### src/rtl/tlb_assoc.sv
// Fully associative TLB with ASID/global tagging, one-cycle lookup, and a
// sequential invalidate walk that blocks lookups and writes while it runs.
module tlb_assoc #(
    parameter int ENTRIES = 8,
    parameter int ASID_W  = 6,
    parameter int VPN_W   = 8,
    parameter int PFN_W   = 8
) (
    input  logic              clk,
    input  logic              reset,
    input  logic              lk_valid,
    input  logic [ASID_W-1:0] lk_asid,
    input  logic [VPN_W-1:0]  lk_vpn,
    output logic              rsp_valid,
    output logic              rsp_hit,
    output logic [PFN_W-1:0]  rsp_pfn,
    input  logic              wr_en,
    input  logic [ASID_W-1:0] wr_asid,
    input  logic [VPN_W-1:0]  wr_vpn,
    input  logic [PFN_W-1:0]  wr_pfn,
    input  logic              wr_global,
    input  logic              inv_req,
    input  logic              inv_all,
    input  logic [ASID_W-1:0] inv_asid,
    output logic              busy
);

    localparam int IDX_W = $clog2(ENTRIES);

    typedef enum logic {
        IDLE = 1'b0,
        WALK = 1'b1
    } state_t;

    state_t state_r, state_nxt_s;

    logic [ENTRIES-1:0] v_r;
    logic [ENTRIES-1:0] g_r;
    logic [ASID_W-1:0]  asid_r [ENTRIES];
    logic [VPN_W-1:0]   vpn_r  [ENTRIES];
    logic [PFN_W-1:0]   pfn_r  [ENTRIES];

    logic [IDX_W-1:0]   rr_r;
    logic [IDX_W-1:0]   idx_r;
    logic               inv_all_r;
    logic [ASID_W-1:0]  inv_asid_r;

    logic               rsp_valid_r;
    logic               rsp_hit_r;
    logic [PFN_W-1:0]   rsp_pfn_r;

    logic [ENTRIES-1:0] lk_match_s;
    logic               lk_hit_s;
    logic [PFN_W-1:0]   lk_pfn_s;
    logic [ENTRIES-1:0] wr_match_s;
    logic [ENTRIES-1:0] free_s;
    logic [IDX_W-1:0]   wr_idx_s;
    logic               walking_s;
    logic               start_walk_s;
    logic               wr_go_s;
    logic               replace_s;
    logic               inv_hit_s;
    logic               rsp_hit_nxt_s;

    assign walking_s    = (state_r == WALK);
    assign start_walk_s = (state_r == IDLE) && inv_req;
    assign wr_go_s      = (state_r == IDLE) && !inv_req && wr_en;
    assign inv_hit_s    = inv_all_r || (!g_r[idx_r] && (asid_r[idx_r] == inv_asid_r));

    // Lookup match, lowest matching index supplies the frame
    always_comb begin
        lk_match_s = '0;
        lk_pfn_s   = '0;
        for (int i = 0; i < ENTRIES; i++) begin
            lk_match_s[i] = v_r[i] && (vpn_r[i] == lk_vpn) && (g_r[i] || (asid_r[i] == lk_asid));
        end
        for (int i = ENTRIES - 1; i >= 0; i--) begin
            lk_pfn_s = lk_match_s[i] ? pfn_r[i] : lk_pfn_s;
        end
        lk_hit_s = |lk_match_s;
    end

    // Write slot selection: matching entry, else lowest free, else round-robin victim
    always_comb begin
        wr_match_s = '0;
        free_s     = ~v_r;
        wr_idx_s   = rr_r;
        for (int i = 0; i < ENTRIES; i++) begin
            wr_match_s[i] = v_r[i] && (vpn_r[i] == wr_vpn) && (g_r[i] || (asid_r[i] == wr_asid));
        end
        for (int i = ENTRIES - 1; i >= 0; i--) begin
            wr_idx_s = free_s[i] ? IDX_W'(i) : wr_idx_s;
        end
        for (int i = ENTRIES - 1; i >= 0; i--) begin
            wr_idx_s = wr_match_s[i] ? IDX_W'(i) : wr_idx_s;
        end
        replace_s = wr_go_s && !(|wr_match_s) && !(|free_s);
    end

    // Invalidate FSM next-state
    always_comb begin
        state_nxt_s = state_r;
        case (state_r)
            IDLE: begin
                if (inv_req) state_nxt_s = WALK;
                else         state_nxt_s = IDLE;
            end
            WALK: begin
                if (idx_r == IDX_W'(ENTRIES - 1)) state_nxt_s = IDLE;
                else                              state_nxt_s = WALK;
            end
            default: state_nxt_s = IDLE;
        endcase
    end

    // Invalidate FSM state register
    always_ff @(posedge clk) begin
        if (reset) state_r <= IDLE;
        else       state_r <= state_nxt_s;
    end

    // Valid bits: set on write, cleared by the walk
    always_ff @(posedge clk) begin
        if (reset) begin
            v_r <= '0;
        end else if (wr_go_s) begin
            v_r[wr_idx_s] <= 1'b1;
        end else if (walking_s && inv_hit_s) begin
            v_r[idx_r] <= 1'b0;
        end
    end

    // Entry payload, never reset
    always_ff @(posedge clk) begin
        if (wr_go_s) begin
            g_r[wr_idx_s]    <= wr_global;
            asid_r[wr_idx_s] <= wr_asid;
            vpn_r[wr_idx_s]  <= wr_vpn;
            pfn_r[wr_idx_s]  <= wr_pfn;
        end
    end

    // A walk in progress forces every lookup to miss
    assign rsp_hit_nxt_s = lk_valid && !walking_s && lk_hit_s;

    // Replacement pointer, walk index, latched invalidate operands, response
    always_ff @(posedge clk) begin
        if (reset) begin
            rr_r        <= '0;
            idx_r       <= '0;
            inv_all_r   <= 1'b0;
            inv_asid_r  <= '0;
            rsp_valid_r <= 1'b0;
            rsp_hit_r   <= 1'b0;
            rsp_pfn_r   <= '0;
        end else begin
            rsp_valid_r <= lk_valid;
            rsp_hit_r   <= rsp_hit_nxt_s;
            rsp_pfn_r   <= rsp_hit_nxt_s ? lk_pfn_s : {PFN_W{1'b0}};
            if (start_walk_s) begin
                inv_all_r  <= inv_all;
                inv_asid_r <= inv_asid;
                idx_r      <= '0;
            end else if (walking_s) begin
                idx_r <= idx_r + IDX_W'(1);
            end
            if (replace_s) begin
                rr_r <= rr_r + IDX_W'(1);
            end
        end
    end

    assign rsp_valid = rsp_valid_r;
    assign rsp_hit   = rsp_hit_r;
    assign rsp_pfn   = rsp_pfn_r;
    assign busy      = walking_s;

endmodule

### config.mk
export PLATFORM = sky130hd
export DESIGN_NAME = tlb_assoc
export DESIGN_NICKNAME = d
export VERILOG_FILES = /design/src/rtl/tlb_assoc.sv
export SDC_FILE = /design/constraint.sdc
export NUM_CORES = 1
export LEC_CHECK = 0
export CAP_MARGIN = 20
export CORE_AREA = 2 2 138 140
export CTS_BUF_LIST = sky130_fd_sc_hd__clkbuf_16
export CTS_CLUSTER_SIZE = 24
export DETAILED_ROUTE_END_ITERATION = 7
export DIE_AREA = 0 0 140 142
export PLACE_DENSITY = 0.83
export SLEW_MARGIN = 20
export SYNTH_ARGS = -nofsm -noshare
export SYNTH_HDL_FRONTEND = slang
export SYNTH_SLANG_ARGS = --single-unit
### constraint.sdc
create_clock -name clk -period 5.5 [get_ports clk]
set_clock_uncertainty 0.05 [all_clocks]
set_input_delay 0.55 -clock clk [delete_from_list [all_inputs] [get_ports clk]]
set_output_delay 0.55 -clock clk [all_outputs]
set_load 0.02 [all_outputs]
==> results of run 1 <==
-- power by group through the flow --
stage	Combinational, W	Clock [W]	Sequential (W)
floorplan	0.000171	0	0.00186
global placement	0.000257	0	0.00187
detailed placement	0.000261	0	0.00187
CTS	0.000263	0.00138	0.00184
global route	0.000284	0.00145	0.00184
finish	0.000265	0.00137	0.00184
-- routing by layer --
metal	up-vias	GRT usage
li1	3151	-
met1	3432	0.381
met2	401	0.454
met3	73	0.0474
met4	2	0.0925
met5	-	0.0251
-- cells in the mapped netlist (3+ instances only) --
cell | number | area share
sky130_fd_sc_hd__a211oi_1 | 14 | 0.0096
sky130_fd_sc_hd__a21oi_1 | 6 | 0.0028
sky130_fd_sc_hd__a221o_1 | 6 | 0.0055
sky130_fd_sc_hd__a2bb2oi_1 | 3 | 0.0024
sky130_fd_sc_hd__a31o_1 | 7 | 0.0056
sky130_fd_sc_hd__a31o_2 | 3 | 0.0024
sky130_fd_sc_hd__a31oi_1 | 12 | 0.0069
sky130_fd_sc_hd__buf_1 | 3 | 0.0010
sky130_fd_sc_hd__buf_2 | 24 | 0.011
sky130_fd_sc_hd__buf_6 | 9 | 0.0093
sky130_fd_sc_hd__clkbuf_1 | 7 | 0.0024
sky130_fd_sc_hd__dfxtp_1 | 35 | 0.064
sky130_fd_sc_hd__edfxtp_1 | 184 | 0.51
sky130_fd_sc_hd__ha_1 | 3 | 0.0034
sky130_fd_sc_hd__inv_1 | 6 | 0.0021
sky130_fd_sc_hd__mux2i_1 | 14 | 0.013
sky130_fd_sc_hd__mux4_2 | 14 | 0.029
sky130_fd_sc_hd__nand2_1 | 13 | 0.0045
sky130_fd_sc_hd__nand2b_1 | 4 | 0.0023
sky130_fd_sc_hd__nand3_1 | 12 | 0.0055
sky130_fd_sc_hd__nand4_1 | 23 | 0.013
sky130_fd_sc_hd__nor2_1 | 28 | 0.0096
sky130_fd_sc_hd__nor2b_1 | 3 | 0.0017
sky130_fd_sc_hd__nor3_1 | 16 | 0.0073
sky130_fd_sc_hd__nor3b_1 | 10 | 0.0069
sky130_fd_sc_hd__nor4_1 | 30 | 0.017
sky130_fd_sc_hd__nor4_2 | 4 | 0.0046
sky130_fd_sc_hd__o2111ai_1 | 5 | 0.0040
sky130_fd_sc_hd__o211ai_1 | 14 | 0.0096
sky130_fd_sc_hd__o22ai_1 | 9 | 0.0052
sky130_fd_sc_hd__o31ai_1 | 4 | 0.0028
sky130_fd_sc_hd__o41ai_2 | 3 | 0.0045
sky130_fd_sc_hd__or4_1 | 3 | 0.0021
sky130_fd_sc_hd__xnor2_1 | 121 | 0.097
sky130_fd_sc_hd__xor2_1 | 109 | 0.088
-- flip-flops by register name, indices dropped and copies added (netlist names), named ones only --
signal,flops
asid_r,48
busy,1
g_r,8
idx_r,3
inv_all_r,1
inv_asid_r,6
pfn_r,64
rr_r,3
rsp_hit,1
rsp_pfn,8
rsp_valid,1
v_r,8
vpn_r,64
-- worst register-to-register path: cells and delay by family, from the launching register on --
| family | cells | cell delay (ns) |
|---|---|---|
| flip-flops | 1 | 0.50 |
| AND/OR/NAND/NOR | 5 | 2.11 |
| XOR/XNOR | 1 | 0.19 |
| AO/OA/AOI/OAI | 1 | 0.19 |
| buffers and inverters | 1 | 0.37 |
-- metrics by stage --
step,instance area [um^2],setup slack (ns)
after floorplan,10900,1.11
final,12300,1.43
after global routing,12300,1.31
after detailed placement,11700,0.968
after global placement,11700,1.10
after CTS,12300,1.47
-- logic make-up after synthesis --
kind of cell | synth area share
XOR/XNOR | 0.185
flip-flops | 0.571
AND/OR/NAND/NOR | 0.0867
AO/OA/AOI/OAI | 0.0826
buffers and inverters | 0.0262
multiplexers | 0.0449
adder cells (fa/ha/maj) | 0.00345
-- final cells by class --
cell class | instances | area (um^2)
Sequential cell | 219 | 6230
Fill cell | 1276 | 6120
Multi-Input combinational cell | 534 | 4420
Timing Repair Buffer | 77 | 726
Clock buffer | 23 | 576
Tap cell | 234 | 293
Clock inverter | 17 | 71.3
Inverter | 7 | 26.3
-- worst paths after layout --
kind,start,end,slack [ns],cells after the start
setup / recovery,wr_asid[2],pfn_r[4][4]$_DFFE_PP_,1.43,9
hold / removal,inv_asid_r[5]$_SDFFE_PP0P_,inv_asid_r[5]$_SDFFE_PP0P_,0.47,2
setup reg to reg,asid_r[6][0]$_DFFE_PP_,pfn_r[4][4]$_DFFE_PP_,1.76,8
hold reg to reg,inv_asid_r[5]$_SDFFE_PP0P_,inv_asid_r[5]$_SDFFE_PP0P_,0.47,2
==> results.md, run 1 <==
| Result | This run | Unit |
|:---|:---|:---|
| Routed metal-1 wire length | 11.0 | mm |
| Total of flip-flops plus latches after synthesis | 219 | - |
| Number of design rule violations left after detail routing | 4 | - |
| Clock Power Share | 0.395 | - |
| Leakage dissipation | 3.90 | nW |
| Number of unique standard cell types used by synthesis | 68 | - |
| Result of the run | finished with violations | - |
| Routed wire per std cell | 24.7 | um |
| Area enclosed by the die boundary | 19,900 | um^2 |
| Worst slew slack as a fraction of its limit | 0.367 | - |
| Number of max-cap violations | 0 | - |
| Number of nets in the layout | 914 | - |
| Final Slew Violations | 0 | - |
| Fraction of the cycle the final worst path needs | 0.739 | - |
| Data arrival at the endpoint of the critical path | 4.20 | ns |
| Vertical die dimension | 142 | um |
| Maximum frequency from static timing analysis | 246 | MHz |
| Number of buffers inserted during clock tree synthesis | 23 | - |
| Antenna violation net count after detailed routing | 0 | - |
| Most frequent standard cell in the layout excluding fill and tap cells | sky130_fd_sc_hd__edfxtp_1 | - |
| Final sum of negative setup slack | 0 | ns |
| Horizontal die dimension | 140 | um |
| Total track usage | 0.278 | - |
| Core area | 18,500 | um^2 |
| Congestion Overflow GR | 0 | - |
| Pin count of the biggest net entering global routing | 27 | - |
| Fraction of power spent switching nets | 0.228 | - |
| Slew @ Worst Pin | 0.947 | ns |
| Slowest cell on the critical path | sky130_fd_sc_hd__clkdlybuf4s50_1 | - |
| Detailed placer's ending HPWL | 18.5 | mm |
| Via density | 6.35 | - |
| Net count after synthesis | 855 | - |
| Proportion of register bits with asynchronous set or reset after synthesis | 0 | - |
| Part of the power in registers | 0.529 | - |
| Met3 WL post-DR | 2.60 | mm |
| Number of hold buffers added after CTS | 0 | - |
| Number of buffers inserted to repair setup after CTS | 0 | - |
| Row Count | 50 | - |
| CTS tree | yes | - |
| Clock period minus worst slack | 4.07 | ns |
| Netlist Area Pre-Place | 10,900 | um^2 |
| Classification of the worst setup path | primary input to register | - |
| Root Buffer | sky130_fd_sc_hd__clkbuf_16 | - |
| Crit path launch type | primary input | - |
| Cell chain of the critical path | clkdlybuf4s50_1, xor2_1, nor4_1, a31oi_1, or4_4, nand4_2, or4b_4, nor2_2, buf_4 | - |
| Ports placed on the boundary | 60 | - |
| Share of cells above drive strength 1 | 0.109 | - |
| Initial Util | 0.590 | - |
| Switching power summed over all nets | 0.000791 | W |
| Required time at the worst-slack endpoint | 5.63 | ns |
| Antenna cell count | 0 | - |
| Total via count after detailed routing | 7,059 | - |
| Top fanout value on the critical path | 15 | - |
| Syn Inst Count | 803 | - |
| Slowest cell delay on critical path | 0.69 | ns |
| Final setup violating endpoints | 0 | - |
| Per-instance average area after synthesis | 13.6 | um^2 |
| Top flip-flop cell by instance count after synthesis | sky130_fd_sc_hd__edfxtp_1 | - |
| Post-cts resize count | 0 | - |
| Hold_ws | 0.471 | ns |
| Non-filler cells in the finished layout | 1,111 | - |
| Violated checks | design-rule violations | - |
| Number of antenna violations at the first check in global routing | 0 | - |
| Syn-to-layout area delta | 13.2 | % |
| Worst min path class | register to register | - |
| Worst Setup End Kind | register | - |
| Core utilization of the finished layout | 0.668 | - |
| CTS HTree Levels | 1 | - |
| Detailed-router iteration count before antenna repair | 7 | - |
| Port Buffers | 59 | - |
| Int Pwr | 0.00268 | W |
| RSZ-0062 raised after global routing | false | - |
| Global-route wire length before repair | 41.8 | mm |
| Count of endpoints failing hold in the final timing report | 0 | - |
| DRC violation total after the first TritonRoute iteration | 734 | - |
| Final routed wirelength across all metal layers | 27.4 | mm |
| Cell Count Post-Placement | 1,071 | - |
| Total power density per cell area | 282 | nW/um^2 |
| Power after layout | 0.00347 | W |
| Sequential share of the synthesized area | 0.571 | - |
| Warnings from Yosys | 0 | - |
| IR Drop Worst-Case VDD | 224 | uV |
| Kind of cell adding the most delay to the critical path | simple AND/OR/NAND/NOR gates | - |
| Number of synthesized flops with an enable pin | 184 | - |
| Most frequent cells in the layout | sky130_fd_sc_hd__edfxtp_1, sky130_fd_sc_hd__xnor2_1, sky130_fd_sc_hd__xor2_1 | - |
| Routed length on met2 | 12.8 | mm |
| Clock network latency to the later pin of the worst-skew pair | 0.52 | ns |
| Buffers and inverters on the worst path | 2 | - |
| Routability Congestion | 0.945 | - |
| Via count of the first global-routing pass | 7,138 | - |
| Top layer reached by signal wires | met5 | - |
| Max Root-Sink Buffers | 3 | - |
| Comb pwr share | 0.076 | - |
| Clock-pin slew on the worst setup and hold paths | 0.06 | ns |
| # clock sinks | 219 | - |
Note: power is estimated with default switching activity, not from simulation.
==> run 2: changes to the inputs <==
==> constraint.sdc (replaced) <==
create_clock -name clk -period 4.1 [get_ports clk]
set_clock_uncertainty 0.05 [all_clocks]
set_input_delay 0.41 -clock clk [delete_from_list [all_inputs] [get_ports clk]]
set_output_delay 0.41 -clock clk [all_outputs]
set_load 0.02 [all_outputs]
==> run 2 against run 1 <==
Cell area is 4.0% higher. Clock power up 56%. Critical path type unchanged. Routed wire length up 1.4%. Core utilization rose by 2.7 points. Critical path depth unchanged. Combinational power grew 42%. Register-to-register slack worse by 1.1 ns. Via count is 2.8% higher. Non-clock buffer count up 35. Global-route usage up 0.37 points. Largest cell class unchanged. The flow still finishes with violations (design-rule violations).
==> results.md, run 2 (same netlist as run 1, synthesis figures left out) <==
| Result | This run | Unit |
|:---|:---|:---|
| Result of the run | finished with violations | - |
| Violated checks | design-rule violations | - |
| Dpl cell area | 12,100 | um^2 |
| Post-cts resize count | 0 | - |
| Core area | 18,500 | um^2 |
| Number of design rule violations left after detail routing | 4 | - |
| Area enclosed by the die boundary | 19,900 | um^2 |
| Max Root-Sink Buffers | 3 | - |
| Number of hold buffers added after CTS | 0 | - |
| Worst R2R Start | asid_r[2][1]$_DFFE_PP_ | - |
| Maximum frequency from static timing analysis | 281 | MHz |
| Via density | 6.33 | - |
| Vertical die dimension | 142 | um |
| Worst setup path endpoint | pfn_r[0][1]$_DFFE_PP_ | - |
| Global-route wire length before repair | 42.5 | mm |
| Clock period minus worst slack | 3.56 | ns |
| Power after layout | 0.00498 | W |
| CTS tree | yes | - |
| Fraction of the cycle the final worst path needs | 0.869 | - |
| Port Buffers | 59 | - |
| Total power density per cell area | 388 | nW/um^2 |
| Crit path launch type | primary input | - |
| Met1 routing resource usage after global routing | 0.405 | - |
| Setup slack at placement | 0.156 | ns |
| Most frequent standard cell in the layout excluding fill and tap cells | sky130_fd_sc_hd__edfxtp_1 | - |
| Most frequent cells in the layout | sky130_fd_sc_hd__edfxtp_1, sky130_fd_sc_hd__xnor2_1, sky130_fd_sc_hd__xor2_1 | - |
| Antenna cell count | 0 | - |
| Number of buffers inserted during clock tree synthesis | 23 | - |
| Number of buffers inserted to repair setup after CTS | 0 | - |
| Routed wire per std cell | 24.2 | um |
| Leakage dissipation | 4.15 | nW |
| Timing startpoint of the critical path | wr_asid[1] | - |
| Classification of the worst setup path | primary input to register | - |
| Worst min path class | primary input to register | - |
| Antenna violation net count after detailed routing | 0 | - |
| Global routing met2 resource utilization | 0.459 | - |
| Routability Congestion | 0.937 | - |
| Initial Util | 0.590 | - |
| Depth of the worst register-to-register path | 8 | - |
| # clock sinks | 219 | - |
| Number of nets in the layout | 949 | - |
| Ports placed on the boundary | 60 | - |
| Met3 usage in global routing | 0.0387 | - |
| Total track usage | 0.282 | - |
| Share of cells above drive strength 1 | 0.151 | - |
| Total via count after detailed routing | 7,259 | - |
| Detailed-router iteration count before antenna repair | 8 | - |
| Final routed wirelength across all metal layers | 27.8 | mm |
| Final setup violating endpoints | 0 | - |
| Register-to-Register Setup Slack | 0.69 | ns |
| Top fanout value on the critical path | 15 | - |
| Data arrival at the endpoint of the critical path | 3.73 | ns |
| Root Buffer | sky130_fd_sc_hd__clkbuf_16 | - |
| Syn-to-layout area delta | 17.7 | % |
| Required time at the worst-slack endpoint | 4.27 | ns |
| Via count of the first global-routing pass | 7,131 | - |
| Detailed placer's ending HPWL | 19.3 | mm |
| DRC violation total after the first TritonRoute iteration | 883 | - |
| Most heavily used metal layer in global routing | met2 | - |
| Final non-filler cell area | 12,800 | um^2 |
| Congestion Overflow GR | 0 | - |
| Horizontal die dimension | 140 | um |
| Reg-to-reg endpoint | pfn_r[0][1]$_DFFE_PP_ | - |
| Worst Setup End Kind | register | - |
| Final Slew Violations | 0 | - |
| Worst slew slack as a fraction of its limit | 0.452 | - |
| Setup slack of the critical path after layout | 0.537 | ns |
| IR Drop Worst-Case VDD | 364 | uV |
| Count of endpoints failing hold in the final timing report | 0 | - |
| Top Registers | pfn_r (64), vpn_r (64), asid_r (48) | - |
| Number of max-cap violations | 0 | - |
| Row Count | 50 | - |
| Slew @ Worst Pin | 0.820 | ns |
| Pin count of the biggest net entering global routing | 27 | - |
| Number of antenna violations at the first check in global routing | 0 | - |
| Clock-pin slew on the worst setup and hold paths | 0.06 | ns |
| Clock network latency to the later pin of the worst-skew pair | 0.53 | ns |
| RSZ-0062 raised after global routing | false | - |
| CTS HTree Levels | 1 | - |
## run 2: cell types whose count changed in the layout (fill, tap and decap cells not counted), sizes merged
cell      delta
clkinv       +2
inv          -4
buf         +35
bufinv       +4
clkinvlp     -1
## run 2: cell type report
cell class | instances | area, um^2
Clock buffer | 23 | 576
Clock inverter | 18 | 196
Fill cell | 1267 | 5630
Inverter | 7 | 26.3
Multi-Input combinational cell | 534 | 4420
Sequential cell | 219 | 6230
Tap cell | 234 | 293
Timing Repair Buffer | 112 | 1090
## run 2: worst min-delay path by stage
| stage | from | endpoint | slack (ns) | depth (start not counted) |
|---|---|---|---|---|
| detailed placement | inv_all_r$_SDFFE_PP0P_ | inv_all_r$_SDFFE_PP0P_ | 0.45 | 2 |
| finish | lk_valid | rsp_valid$_SDFF_PP0_ | 0.42 | 2 |
| global placement | inv_all_r$_SDFFE_PP0P_ | inv_all_r$_SDFFE_PP0P_ | 0.43 | 2 |
| global route | lk_valid | rsp_valid$_SDFF_PP0_ | 0.43 | 2 |
| CTS | lk_valid | rsp_valid$_SDFF_PP0_ | 0.41 | 2 |
| floorplan | inv_all_r$_SDFFE_PP0P_ | inv_all_r$_SDFFE_PP0P_ | 0.41 | 2 |
## run 2: stage by stage
stage / cells / TNS [ns] / utilization / hold slack, ns
6_report: 1147 / 0 / 0.695 / 0.419
4_1_cts: 1147 / 0 / 0.695 / 0.413
3_5_place_dp: 1106 / 0 / 0.653 / 0.448
3_3_place_gp: 1106 / 0 / 0.653 / 0.430
2_1_floorplan: 803 / -6.75 / - / 0.410
5_1_grt: 1147 / 0 / 0.695 / 0.431
## run 2: routing by layer
metal	vias up	part of all wire	routed length, um
li1	3223	-	-
met1	3543	0.42	11600
met2	437	0.47	13100
met3	56	0.089	2480
met4	0	0.022	619
met5	-	0	0
## run 2: report_power, final
group          leakage, nW  switching, W  internal [W]
sequential            1.94     0.0000252       0.00244
combinational         1.81      0.000207      0.000168
clock                0.395      0.000864       0.00128
## run 2: critical path, stage by stage
cell and delay, ns:
sky130_fd_sc_hd__clkdlybuf4s50_1 0.64, sky130_fd_sc_hd__xor2_1 0.28, sky130_fd_sc_hd__nor4_1 0.53, sky130_fd_sc_hd__a31oi_1 0.25, sky130_fd_sc_hd__nor4_2 0.47, sky130_fd_sc_hd__nor4_1 0.18, sky130_fd_sc_hd__a21o_2 0.35, sky130_fd_sc_hd__nor3_2 0.28
sky130_fd_sc_hd__buf_4 0.32
==> run 3: changes to the inputs <==
--- a/config.mk
+++ b/config.mk
@@ -11,7 +11,9 @@
 export CTS_CLUSTER_SIZE = 24
 export DETAILED_ROUTE_END_ITERATION = 7
 export DIE_AREA = 0 0 140 142
+export GPL_TIMING_DRIVEN = 0
 export PLACE_DENSITY = 0.83
+export SETUP_SLACK_MARGIN = 0.05
 export SLEW_MARGIN = 20
 export SYNTH_ARGS = -nofsm -noshare
 export SYNTH_HDL_FRONTEND = slang
==> run 3 against run 2 <==
Maximum frequency shrank 10%. The flow still finishes with violations (design-rule violations). Critical path depth rose by 2. Cell area is 0.67% lower. Highest routed layer unchanged. Clock power is essentially flat. Routed wire length shrank 0.19%. Count of clock-buffer cells in the layout grew 1. Critical path type unchanged.
==> results.md, run 3 (same netlist as run 1, synthesis figures left out) <==
| Result | This run | Unit |
|:---|:---|:---|
| Result of the run | finished with violations | - |
| Violated checks | design-rule violations | - |
| Worst min path class | primary input to register | - |
| # clock sinks | 219 | - |
| Share of cells above drive strength 1 | 0.151 | - |
| Congestion Overflow GR | 0 | - |
| Ports placed on the boundary | 60 | - |
| Top fanout value on the critical path | 9 | - |
| Slew @ Worst Pin | 1.05 | ns |
| Classification of the worst setup path | primary input to register | - |
| Total via count after detailed routing | 7,278 | - |
| Most frequent standard cell in the layout excluding fill and tap cells | sky130_fd_sc_hd__edfxtp_1 | - |
| Routed length on met2 | 12.9 | mm |
| Root Buffer | sky130_fd_sc_hd__clkbuf_16 | - |
| Data arrival at the endpoint of the critical path | 4.15 | ns |
| Max Root-Sink Buffers | 3 | - |
| Count of endpoints failing hold in the final timing report | 0 | - |
| Total area of sequential cells | 6230 | um^2 |
| Worst Setup End Kind | register | - |
| Via density | 6.38 | - |
| Routability Congestion | 0.971 | - |
| Cell occurring most often along the worst timing path | sky130_fd_sc_hd__buf_6 | - |
| RSZ-0062 raised after global routing | false | - |
| Crit path launch type | primary input | - |
| Final setup violating endpoints | 0 | - |
| Routed wire per std cell | 24.3 | um |
| CTS tree | yes | - |
| Hold_ws | 0.0691 | ns |
| Detailed placer's ending HPWL | 19.1 | mm |
| Buffers and inverters on the worst path | 4 | - |
| Horizontal die dimension | 140 | um |
| Number of nets in the layout | 941 | - |
| Slowest cell delay on critical path | 0.62 | ns |
| Routed metal-1 wire length | 11.0 | mm |
| Via count of the first global-routing pass | 7,060 | - |
| Number of fillers in the final layout | 1,250 | - |
| Number of antenna violations at the first check in global routing | 0 | - |
| Initial Util | 0.590 | - |
| Leakage dissipation | 4.09 | nW |
| Clock network latency to the later pin of the worst-skew pair | 0.54 | ns |
| Total power density per cell area | 391 | nW/um^2 |
| Top Registers | pfn_r (64), vpn_r (64), asid_r (48) | - |
| Clock-pin slew on the worst setup and hold paths | 0.06 | ns |
| Pin count of the biggest net entering global routing | 17 | - |
| Row Count | 50 | - |
| CTS HTree Levels | 1 | - |
| Port Buffers | 44 | - |
| Antenna cell count | 0 | - |
| Cell chain of the critical path | clkdlybuf4s50_1, buf_6, xor2_1, nor4_1, a31oi_1, or4_4, a31oi_2, o21ai_1, nor3_4, buf_4, buf_6 | - |
| Number of hold buffers added after CTS | 0 | - |
| Number of max-cap violations | 0 | - |
| Number of design rule violations left after detail routing | 3 | - |
| DRC violation total after the first TritonRoute iteration | 748 | - |
| Final routed wirelength across all metal layers | 27.8 | mm |
| Top layer reached by signal wires | met4 | - |
| Setup slack of the critical path after layout | 0.140 | ns |
| Clock period minus worst slack | 3.96 | ns |
| Maximum frequency from static timing analysis | 253 | MHz |
| Setup slack at placement | -0.473 | ns |
| Final Slew Violations | 0 | - |
| Required time at the worst-slack endpoint | 4.29 | ns |
| Core area | 18,500 | um^2 |
| Syn-to-layout area delta | 16.9 | % |
| Fraction of the cycle the final worst path needs | 0.966 | - |
| Most frequent cells in the layout | sky130_fd_sc_hd__edfxtp_1, sky130_fd_sc_hd__xnor2_1, sky130_fd_sc_hd__xor2_1 | - |
| IR Drop Worst-Case VDD | 388 | uV |
| Antenna violation net count after detailed routing | 0 | - |
| Met3 WL post-DR | 2.78 | mm |
| Vertical die dimension | 142 | um |
| Area occupied by multi-input gates | 4470 | um^2 |
| Area enclosed by the die boundary | 19,900 | um^2 |
| Kind of cell adding the most delay to the critical path | simple AND/OR/NAND/NOR gates | - |
| Detailed-router iteration count before antenna repair | 8 | - |
| Number of buffers inserted during clock tree synthesis | 24 | - |
| Slowest cell on the critical path | sky130_fd_sc_hd__or4_4 | - |
| Total track usage | 0.279 | - |
| Global-route wire length before repair | 41.8 | mm |
| Worst slew slack as a fraction of its limit | 0.299 | - |
-- run 3: cell count changes in the layout (fill, tap and decap cells not counted), moves of 4 or more --
cell,previous run,this run
sky130_fd_sc_hd__buf_4,45,5
sky130_fd_sc_hd__buf_2,0,24
sky130_fd_sc_hd__clkdlybuf4s50_1,59,44
sky130_fd_sc_hd__buf_6,0,13
sky130_fd_sc_hd__buf_12,8,0
sky130_fd_sc_hd__clkbuf_1,0,7
sky130_fd_sc_hd__buf_16,0,4
sky130_fd_sc_hd__nor2_2,4,0
sky130_fd_sc_hd__nor2_4,0,4
-- run 3: layout make-up --
type,count,share of cell area
Buffer,43,0.0203
Inverter,7,0.00206
Clock inverter,20,0.0151
Sequential cell,219,0.489
Tap cell,234,0.0230
Multi-Input combinational cell,534,0.350
Timing Repair Buffer,60,0.0532
Clock buffer,24,0.0471
-- run 3: report_power, final --
group	switching (W)	internal [W]	leakage (nW)
clock	0.000896	0.00126	0.397
sequential	0.0000185	0.00244	1.94
combinational	0.000216	0.000158	1.75
-- run 3: path summary, 6_finish.rpt --
kind         slack, ns                endpoint  cells after the start                    from
max               0.14  asid_r[3][5]$_DFFE_PP_                     11              wr_asid[0]
min               0.07    rsp_valid$_SDFF_PP0_                      2                   reset
max reg2reg       0.38  asid_r[3][5]$_DFFE_PP_                      9  asid_r[6][0]$_DFFE_PP_
min reg2reg       0.45  inv_all_r$_SDFFE_PP0P_                      2  inv_all_r$_SDFFE_PP0P_
-- run 3: metal layers --
metal	GRT usage	vias up
met2	0.449	433
met4	0.0994	0
met3	0.0421	69
met1	0.394	3558
li1	-	3218
met5	0	-
-- run 3: what timing repair did --
| item | CTS | global route |
|---|---|---|
| setup buffers | 0 | 2 |
| endpoints found under the setup margin | 0 | 33 |
| resized for setup | 0 | 2 |
-- run 3: through the flow --
step                power (W)  instances   util  instance area (um^2)  TNS (ns)
CTS                   0.00499       1139  0.689                 12700         0
detailed placement    0.00287       1095  0.646                 11900    -46.53
finish                0.00499       1141  0.690                 12700         0
global route          0.00511       1141  0.690                 12700         0
floorplan             0.00273        803      -                 10900     -6.75
global placement      0.00285       1081  0.631                 11600   -331.23
